$ cat config.mk
export PLATFORM = sky130hd
export DESIGN_NAME = modbus_rx_frame_ctrl
export DESIGN_NICKNAME = d
export VERILOG_FILES = /design/src/rtl/modbus_pkg.sv /design/src/rtl/modbus_rx_frame_ctrl_crc.sv /design/src/rtl/modbus_rx_frame_ctrl.sv
export SDC_FILE = /design/constraint.sdc
export NUM_CORES = 1
export LEC_CHECK = 0
export CAP_MARGIN = 30
export CORE_MARGIN = 3
export CORE_UTILIZATION = 47
export CTS_CLUSTER_SIZE = 28
export DETAILED_ROUTE_END_ITERATION = 8
export HOLD_SLACK_MARGIN = 0.05
export PLACE_DENSITY = 0.72
export REMOVE_ABC_BUFFERS = 1
export SKIP_CTS_REPAIR_TIMING = 1
export SYNTH_ARGS = -nofsm -noshare
export SYNTH_HDL_FRONTEND = slang
export SYNTH_SLANG_ARGS = --single-unit
$ cat constraint.sdc
create_clock -name clk_in -period 2.8 [get_ports clk_in]
set_input_delay 0.56 -clock clk_in [delete_from_list [all_inputs] [get_ports clk_in]]
set_output_delay 0.56 -clock clk_in [all_outputs]
set_load 0.005 [all_outputs]
$ cat src/rtl/modbus_pkg.sv
// Shared types and constants for the Modbus RTU receive path.
package modbus_pkg;

  typedef enum logic [2:0] {
    ST_INIT,
    ST_IDLE,
    ST_RECV,
    ST_GAP,
    ST_CHECK,
    ST_HOLD,
    ST_DISCARD
  } state_t;

  localparam logic [2:0] ERR_OVF   = 3'd1;
  localparam logic [2:0] ERR_GAP   = 3'd2;
  localparam logic [2:0] ERR_SHORT = 3'd3;
  localparam logic [2:0] ERR_CRC   = 3'd4;

  localparam logic [15:0] CRC_INIT = 16'hFFFF;
  localparam logic [15:0] CRC_POLY = 16'hA001;

  // Above 19200 baud the silent intervals are fixed at 750 us / 1750 us.
  function automatic int unsigned calc_sil_cyc(input longint unsigned clk_freq,
                                               input longint unsigned baud,
                                               input bit              is_t35);
    longint unsigned r;
    longint unsigned mul;
    if (baud > 64'd19200) begin
      mul = is_t35 ? 64'd1750 : 64'd750;
      r   = (clk_freq * mul) / 64'd1000000;
    end else begin
      mul = is_t35 ? 64'd77 : 64'd33;
      r   = (clk_freq * mul) / (64'd2 * baud);
    end
    return r[31:0];
  endfunction

endpackage

$ cat src/rtl/modbus_rx_frame_ctrl_crc.sv
// Bit-serial CRC-16/Modbus engine: one byte folded in over 8 clock cycles.
module crc16_modbus_serial
  import modbus_pkg::*;
(
  input  logic        clk_in,
  input  logic        rst_n_in,
  input  logic        init,
  input  logic        start,
  input  logic [7:0]  data,
  output logic        busy,
  output logic [15:0] crc
);

  logic [15:0] r_crc;
  logic [2:0]  r_bits;
  logic        r_busy;
  logic [15:0] w_base;
  logic [15:0] w_shift_in;
  logic [15:0] w_next;

  function automatic logic [15:0] crc_step(input logic [15:0] c);
    return c[0] ? ((c >> 1) ^ CRC_POLY) : (c >> 1);
  endfunction

  // The data XOR is merged with the first shift so a byte costs exactly 8 cycles.
  always_comb begin
    w_base     = init ? CRC_INIT : r_crc;
    w_shift_in = start ? (w_base ^ {8'h00, data}) : w_base;
    w_next     = crc_step(w_shift_in);
  end

  always_ff @(posedge clk_in or negedge rst_n_in) begin
    if (!rst_n_in) begin
      r_crc  <= CRC_INIT;
      r_bits <= '0;
      r_busy <= 1'b0;
    end else if (start) begin
      r_crc  <= w_next;
      r_bits <= 3'd7;
      r_busy <= 1'b1;
    end else if (init) begin
      r_crc  <= CRC_INIT;
      r_bits <= '0;
      r_busy <= 1'b0;
    end else if (r_busy) begin
      r_crc  <= w_next;
      r_bits <= r_bits - 3'd1;
      if (r_bits == 3'd1) r_busy <= 1'b0;
    end
  end

  assign busy = r_busy;
  assign crc  = r_crc;

endmodule

$ cat src/rtl/modbus_rx_frame_ctrl.sv
// Modbus RTU frame receive sequencer: silent-interval framing, buffer writes,
// length/CRC/address checks and done/ack hand-off to the command decoder.
module modbus_rx_frame_ctrl
  import modbus_pkg::*;
#(
  parameter int unsigned CLK_FREQ  = 50000000,
  parameter int unsigned BAUD_RATE = 9600,
  parameter int unsigned MAX_LEN   = 256
) (
  input  logic       clk_in,
  input  logic       rst_n_in,
  input  logic       rx_done,
  input  logic [7:0] rx_data,
  input  logic       rx_state,
  input  logic [7:0] slave_addr,
  output logic       buf_we,
  output logic [7:0] buf_waddr,
  output logic [7:0] buf_wdata,
  output logic       frame_done,
  output logic [8:0] frame_len,
  output logic       frame_bcast,
  input  logic       frame_ack,
  output logic       frame_err,
  output logic [2:0] err_code
);

  localparam logic [23:0] T15_CYC =
    24'(calc_sil_cyc(64'(CLK_FREQ), 64'(BAUD_RATE), 1'b0));
  localparam logic [23:0] T35_CYC =
    24'(calc_sil_cyc(64'(CLK_FREQ), 64'(BAUD_RATE), 1'b1));
  localparam logic [8:0] MAX_LEN_W = 9'(MAX_LEN);

  state_t      r_state;
  logic [23:0] r_cnt;
  logic [8:0]  r_len;
  logic [7:0]  r_byte0;
  logic        r_we;
  logic [7:0]  r_waddr;
  logic [7:0]  r_wdata;
  logic        r_crc_init;
  logic        r_done;
  logic        r_err;
  logic [2:0]  r_err_code;
  logic [8:0]  r_frame_len;
  logic        r_bcast;

  logic        w_sil15;
  logic        w_sil35;
  logic        w_crc_busy;
  logic [15:0] w_crc;

  // The CRC engine is fed from the registered write strobe, so it sees each
  // byte on the same cycle the buffer does.
  crc16_modbus_serial u_crc (
    .clk_in   (clk_in),
    .rst_n_in (rst_n_in),
    .init     (r_crc_init),
    .start    (r_we),
    .data     (r_wdata),
    .busy     (w_crc_busy),
    .crc      (w_crc)
  );

  always_ff @(posedge clk_in or negedge rst_n_in) begin
    if (!rst_n_in) begin
      r_cnt <= '0;
    end else if (rx_done || rx_state) begin
      r_cnt <= '0;
    end else if (r_cnt < T35_CYC) begin
      r_cnt <= r_cnt + 24'd1;
    end
  end

  assign w_sil15 = (r_cnt >= T15_CYC);
  assign w_sil35 = (r_cnt >= T35_CYC);

  always_ff @(posedge clk_in or negedge rst_n_in) begin
    if (!rst_n_in) begin
      r_state     <= ST_INIT;
      r_len       <= '0;
      r_byte0     <= '0;
      r_we        <= 1'b0;
      r_waddr     <= '0;
      r_wdata     <= '0;
      r_crc_init  <= 1'b0;
      r_done      <= 1'b0;
      r_err       <= 1'b0;
      r_err_code  <= '0;
      r_frame_len <= '0;
      r_bcast     <= 1'b0;
    end else begin
      r_we       <= 1'b0;
      r_crc_init <= 1'b0;
      r_done     <= 1'b0;
      r_err      <= 1'b0;
      case (r_state)
        ST_INIT: begin
          if (!rx_done && w_sil35) r_state <= ST_IDLE;
        end
        ST_IDLE: begin
          if (rx_done) begin
            r_we       <= 1'b1;
            r_waddr    <= '0;
            r_wdata    <= rx_data;
            r_len      <= 9'd1;
            r_byte0    <= rx_data;
            r_crc_init <= 1'b1;
            r_state    <= ST_RECV;
          end
        end
        ST_RECV: begin
          if (rx_done) begin
            if (r_len == MAX_LEN_W) begin
              r_err      <= 1'b1;
              r_err_code <= ERR_OVF;
              r_state    <= ST_DISCARD;
            end else begin
              r_we    <= 1'b1;
              r_waddr <= r_len[7:0];
              r_wdata <= rx_data;
              r_len   <= r_len + 9'd1;
            end
          end else if (w_sil15) begin
            r_state <= ST_GAP;
          end
        end
        ST_GAP: begin
          if (rx_done) begin
            r_err      <= 1'b1;
            r_err_code <= ERR_GAP;
            r_state    <= ST_DISCARD;
          end else if (w_sil35) begin
            r_state <= ST_CHECK;
          end
        end
        ST_CHECK: begin
          if (!w_crc_busy && !r_we) begin
            if (r_len < 9'd4) begin
              r_err      <= 1'b1;
              r_err_code <= ERR_SHORT;
              r_state    <= ST_IDLE;
            end else if (w_crc != 16'h0000) begin
              r_err      <= 1'b1;
              r_err_code <= ERR_CRC;
              r_state    <= ST_IDLE;
            end else if ((r_byte0 != slave_addr) && (r_byte0 != 8'h00)) begin
              r_state <= ST_IDLE;
            end else begin
              r_done      <= 1'b1;
              r_frame_len <= r_len;
              r_bcast     <= (r_byte0 == 8'h00);
              r_state     <= ST_HOLD;
            end
          end
        end
        ST_HOLD: begin
          if (frame_ack) r_state <= ST_INIT;
        end
        ST_DISCARD: begin
          if (!rx_done && w_sil35) r_state <= ST_IDLE;
        end
        default: r_state <= ST_INIT;
      endcase
    end
  end

  assign buf_we      = r_we;
  assign buf_waddr   = r_waddr;
  assign buf_wdata   = r_wdata;
  assign frame_done  = r_done;
  assign frame_len   = r_frame_len;
  assign frame_bcast = r_bcast;
  assign frame_err   = r_err;
  assign err_code    = r_err_code;

endmodule

Word-level counts from Yosys, hierarchy flattened
Cells that the tools add are included. W data, S select, Z words.

Register bits after elaboration: 97. Latch bits: 0. Bits in writable memories: 0. Bits in read-only memories: 0. Bits of input ports: 21. Memories kept: 0.

$add $sub $neg: 3. $mul: 0. Div/mod/pow operators: 0. $lt $le $gt $ge: 4. Equal/unequal tests: 21. Shifts and indexed selects: 0. Mux-type cells: 62. Bitwise gates (word level): 5. Reductions and logical operators: 21.

Operators by type and width (count): $mux W16 (6); $mux W3 (20); $mux W24 (2); $mux W8 (6); $pmux W8 S2 (2); $mux W9 (3); $add A24 B1 Y24 const B (1); $ge A24 B17 Y1 const B (1); $ge A24 B18 Y1 const B (1); $lt A24 B18 Y1 const B (1); $mux W1 (18); $pmux W3 S6 (1); $pmux W9 S2 (1); $reduce_bool A16 Y1 (1); $xor A16 B8 Y16 (1); $ne A2 B2 Y1 const B (7); $ne A3 B3 Y1 const B (4); $add A9 B1 Y9 const B (1); $eq A3 B3 Y1 const B (3); $eq A9 B9 Y1 const B (1); $lt A9 B3 Y1 const B (1); $pmux W3 S3 (1); $logic_not A8 Y1 (1); $ne A8 B8 Y1 (1); other kinds (21) (31).

Longest topological paths before layout
Word-level depth: 8. Gate-level depth with buffers: 9. Gate-level depth less buffers: 8.

Cells and area by module
A second synthesis with hierarchy kept.

Cell total of the unflattened synthesis: 463. Area, all modules: 4933.5 sq um.

By module, submodules not included: modbus_rx_frame_ctrl (instances 1, cells each 340, area each 3739.8 sq um, sequential area each 1926.8 sq um); crc16_modbus_serial (instances 1, cells each 123, area each 1193.6 sq um, sequential area each 520.5 sq um).

Worst setup path after synthesis
OpenSTA, ideal clock, no wires.

Path type: register to register. From: register r_len[0]. To: register r_wdata[4], in the netlist buf_wdata[4]. Library setup time: 0.125 ns. Arrival: 2.172 ns. Data required time: 2.675 ns. Slack: 0.503 ns. Stages on the path, launching flop included: 9. Clock period less this slack: 2.297 ns. Cells stage by stage: dfrtp_1 clkbuf_1 inv_1 ha_1 nor4bb_1 a211oi_2 nor2_2 buf_2 mux2_2.

Cells in the longest elaborated chain, start to end: 3.

RTL lines: from (decl) (RTL line modbus_rx_frame_ctrl.sv:35) `logic [8:0] r_len;`; from (signal assigned) (RTL line modbus_rx_frame_ctrl.sv:121) `r_len <= r_len + 9'd1;`; $eq A9 B9 Y1 (RTL line modbus_rx_frame_ctrl.sv:113) `if (r_len == MAX_LEN_W) begin`; $ne A2 B2 Y1 (no line); $reduce_and A4 Y1 (no line); to (signal assigned) (RTL line modbus_rx_frame_ctrl.sv:104) `r_wdata <= rx_data;`; to (signal assigned) (RTL line modbus_rx_frame_ctrl.sv:120) `r_wdata <= rx_data;`; to (decl) (RTL line modbus_rx_frame_ctrl.sv:39) `logic [7:0] r_wdata;`.

Every way passes these cells. A chain may end at the register's enable or synchronous reset.

Worst setup path in the final report
From: register r_cnt[21]. To: register r_cnt[9].

Cells in the longest elaborated chain, start to end: 2.

RTL lines: from (decl) (RTL line modbus_rx_frame_ctrl.sv:34) `logic [23:0] r_cnt;`; from (signal assigned) (RTL line modbus_rx_frame_ctrl.sv:70) `r_cnt <= r_cnt + 24'd1;`; $lt A24 B18 Y1 (RTL line modbus_rx_frame_ctrl.sv:69) `end else if (r_cnt < T35_CYC) begin`; $reduce_bool A2 Y1 (no line).

Every way passes these cells.

==> key figures <==
Die
  • Cell Rows: 36
  • Core Area: 9819 sq um
  • Die ar.: 11420 sq um
  • I/O pins: 53
  • Starting density of the core: 48.67%
  • Die Ht: 106.8 um
  • Die X: 106.8 um

Timing
  • Slew headroom: 50.08%
  • Max-slew violation count: 0
  • Count of final setup violators: 0
  • Fmax: 407.1 MHz
  • Worst Skew: 0.01125 ns
  • RSZ-0062 raised after global routing: false
  • Final Cycle Share: 87.72%
  • Final Hold Vio Count: 0
  • Minimum clock period after layout: 2.456 ns
  • Setup TNS: 0 ns
  • Worst-margin pin slew: 0.7419 ns
  • PnR worst setup slack: 0.3438 ns

Synthesis
  • Main combinational cell family by area after synthesis: simple AND/OR/NAND/NOR gates
  • Synth unique cells: 47
  • Synth Flop Type: dfrtp_1
  • Mapped cell area: 4780 sq um
  • Mux contribution to synthesized area: 7.435%
  • Synth Area in Compound Gates: 10.03%
  • Fraction of registers with async set/reset: 100.0%
  • Syn. warnings: 0
  • Area share of and/or/nand/nor cells after synthesis: 20.10%
  • Mapped Cells: 474
  • Synthesis-stage register bit count: 97
  • Synth Area in Adders: 2.094%
  • Avg Cell Area, Syn: 10.08 sq um
  • Synth Area in XOR/XNOR: 6.047%
  • Sequential area share after synthesis: 51.20%
  • Post-synth EDFFs: 0

Cells and area
  • FF/Latch Area: 2447 sq um
  • Commonest cells after routing, fill and taps aside: 81 x dfrtp_1, 54 x nand2_1, 51 x clkdlybuf4s50_1
  • Area grow syn2layout: 17.93%
  • Nets: 553
  • Fillcell total: 890
  • Final core occ: 57.40%
  • Multi-input combinational cell area: 2185 sq um
  • Diode count: 0
  • Most common cell after layout, fill and taps aside: dfrtp_1
  • Layout cells sized above 1: 14.93%

Outcome
  • Run status: complete, no violations

Global routing
  • Met3 Use GR: 5.358%
  • GRT Total Usage: 18.55%
  • Grt met1 use: 23.32%
  • Initial antenna violation count: 0
  • GRT overflow: 0
  • First-pass GRT wire length: 16.93 mm
  • Vias in the first global route: 3538
  • GR peak layer: met2
  • Largest net degree at the start of global routing: 42
  • Met2 Use GR: 31.79%

Route
  • ANT nets after route: 0
  • DR vias/cell: 5.414
  • DRT iter0 DRCs: 187
  • Drt drc: 0
  • Post-Route WL: 9.995 mm
  • Drt pass-1 iters: 4
  • Wire length per cell: 15.10 um
  • Total vias in the final route: 3584

Clock tree
  • CTS max path bufs: 2
  • Reg clk slew, reported paths: 0.09 ns
  • Sink Count: 97
  • CTS tree: done
  • Root buf cell: clkbuf_8
  • # H-tree levels: 3
  • Clock Latency Late Sink: 0.37 ns
  • Total CTS buffers: 9

Power and ir drop
  • Clock power frac: 17.2%
  • IR drop worst, VDD: 429.3 uV
  • Comb power frac: 35.1%
  • Sw Pwr: 1681 uW
  • Net Sw Frac: 35.40%
  • Internal: 3068 uW
  • Leakage: 0.002364 uW
  • Sequential fraction of design power: 47.7%
  • Pwr dens: 842.5 nW/um^2

Worst hold path
  • Hold crit path type: in2async

Critical path
  • CP Launch Type: flip-flop
  • R2R cell count: 5
  • WP data arrival: 2.75 ns
  • Critical Path End Type: flip-flop
  • Worst r2r src: r_cnt[21]$_DFFE_PN0P_
  • Reg2Reg Setup Slack: 0.34 ns
  • Critical path required time: 3.10 ns
  • Crit Path Max Fanout: 10
  • FF-to-FF End: r_cnt[9]$_DFFE_PN0P_
  • Crit path kind: reg2reg

Placement
  • Hpwl dp: 7.258 mm
  • GP Congestion: 0.8007
  • Port buffer count: 52
  • Dpl ws: 0.2603 ns

Job
  • Max-cap viol count: 0
-- cells by family (layout without fill, tap and decap cells) --
kind of cell / Yosys count / in the layout
XOR/XNOR: 33 / 33
multiplexers: 32 / 32
flip-flops: 97 / 97
AO/OA/AOI/OAI: 75 / 75
adder cells (fa/ha/maj): 8 / 8
buffers and inverters: 37 / 92
AND/OR/NAND/NOR: 192 / 192
-- layer usage --
metal	wire [um]	part of all wire, %
met3	369	3.7
met2	5071	51
met5	0	0
met1	4467	45
met4	87	0.87
-- worst max-delay path by stage --
stage                     startpoint                  endpoint  slack, ns  cells past startpoint
2_1_floorplan   r_len[0]$_DFFE_PN0P_  buf_wdata[0]$_DFFE_PN0P_       0.44                      6
3_3_place_gp           slave_addr[3]  frame_len[2]$_DFFE_PN0P_       0.32                      7
3_5_place_dp           slave_addr[1]  frame_len[3]$_DFFE_PN0P_       0.26                      7
4_1_cts        r_cnt[21]$_DFFE_PN0P_      r_cnt[9]$_DFFE_PN0P_       0.34                      5
5_1_grt        r_cnt[21]$_DFFE_PN0P_     r_cnt[13]$_DFFE_PN0P_       0.13                      6
6_report       r_cnt[21]$_DFFE_PN0P_      r_cnt[9]$_DFFE_PN0P_       0.34                      5
-- worst max-delay path, stage by stage, from the launching register on --
cell and delay (ns):
dfrtp_1 0.40, nor4_2 0.41, o211ai_1 0.27, or4b_1 0.74
or3_1 0.42, a21oi_1 0.15
-- per-stage QoR --
stage                     area [sq um]  cells  hold WS [ns]  power (uW)
after detailed placement          5464    646        0.4710        3968
after global placement            5464    646        0.4676        3876
after CTS                         5637    662        0.1299        4806
after floorplan                   4677    449        0.2644        3268
after global routing              5637    662        0.1413        5104
final                             5637    662        0.1296        4749
-- synthesized netlist by cell type (10+ instances only) --
master	number	area (sq um)
nand3_1	14	70.07
xnor2_1	21	183.9
nor4_1	10	62.56
nor2_1	48	180.2
mux2_2	28	315.3
a21oi_1	17	85.08
dfstp_2	16	420.4
clkbuf_1	14	52.55
inv_1	12	45.04
dfrtp_1	81	2027
xor2_1	12	105.1
o21ai_0	22	110.1
nand2_1	54	202.7
nand4_1	10	62.56
-- sequential cells by signal, indices dropped and copies added, names as in the netlist, 8 cells and up --
register	flops
u_crc.crc	16
buf_wdata	8
r_byte0	8
frame_len	9
buf_waddr	8
r_len	9
r_cnt	24
-- final cells by class --
class                           count  share of cell area, %
Tap cell                          133                  2.952
Multi-Input combinational cell    340                  38.76
Sequential cell                    97                  43.42
Clock buffer                       11                  2.508
Clock inverter                      5                 0.5549
Inverter                           12                 0.7991
Timing Repair Buffer               64                  11.01
-- power groups by stage --
stage                     Sequential [uW]  Combinational [uW]  Clock, uW
after CTS                            2260                1690        851
after floorplan                      2220                1040          0
after detailed placement             2290                1680          0
after global placement               2270                1600          0
final                                2260                1670        817
after global routing                 2330                1860        908
Note: power is estimated with default switching activity, not from simulation.
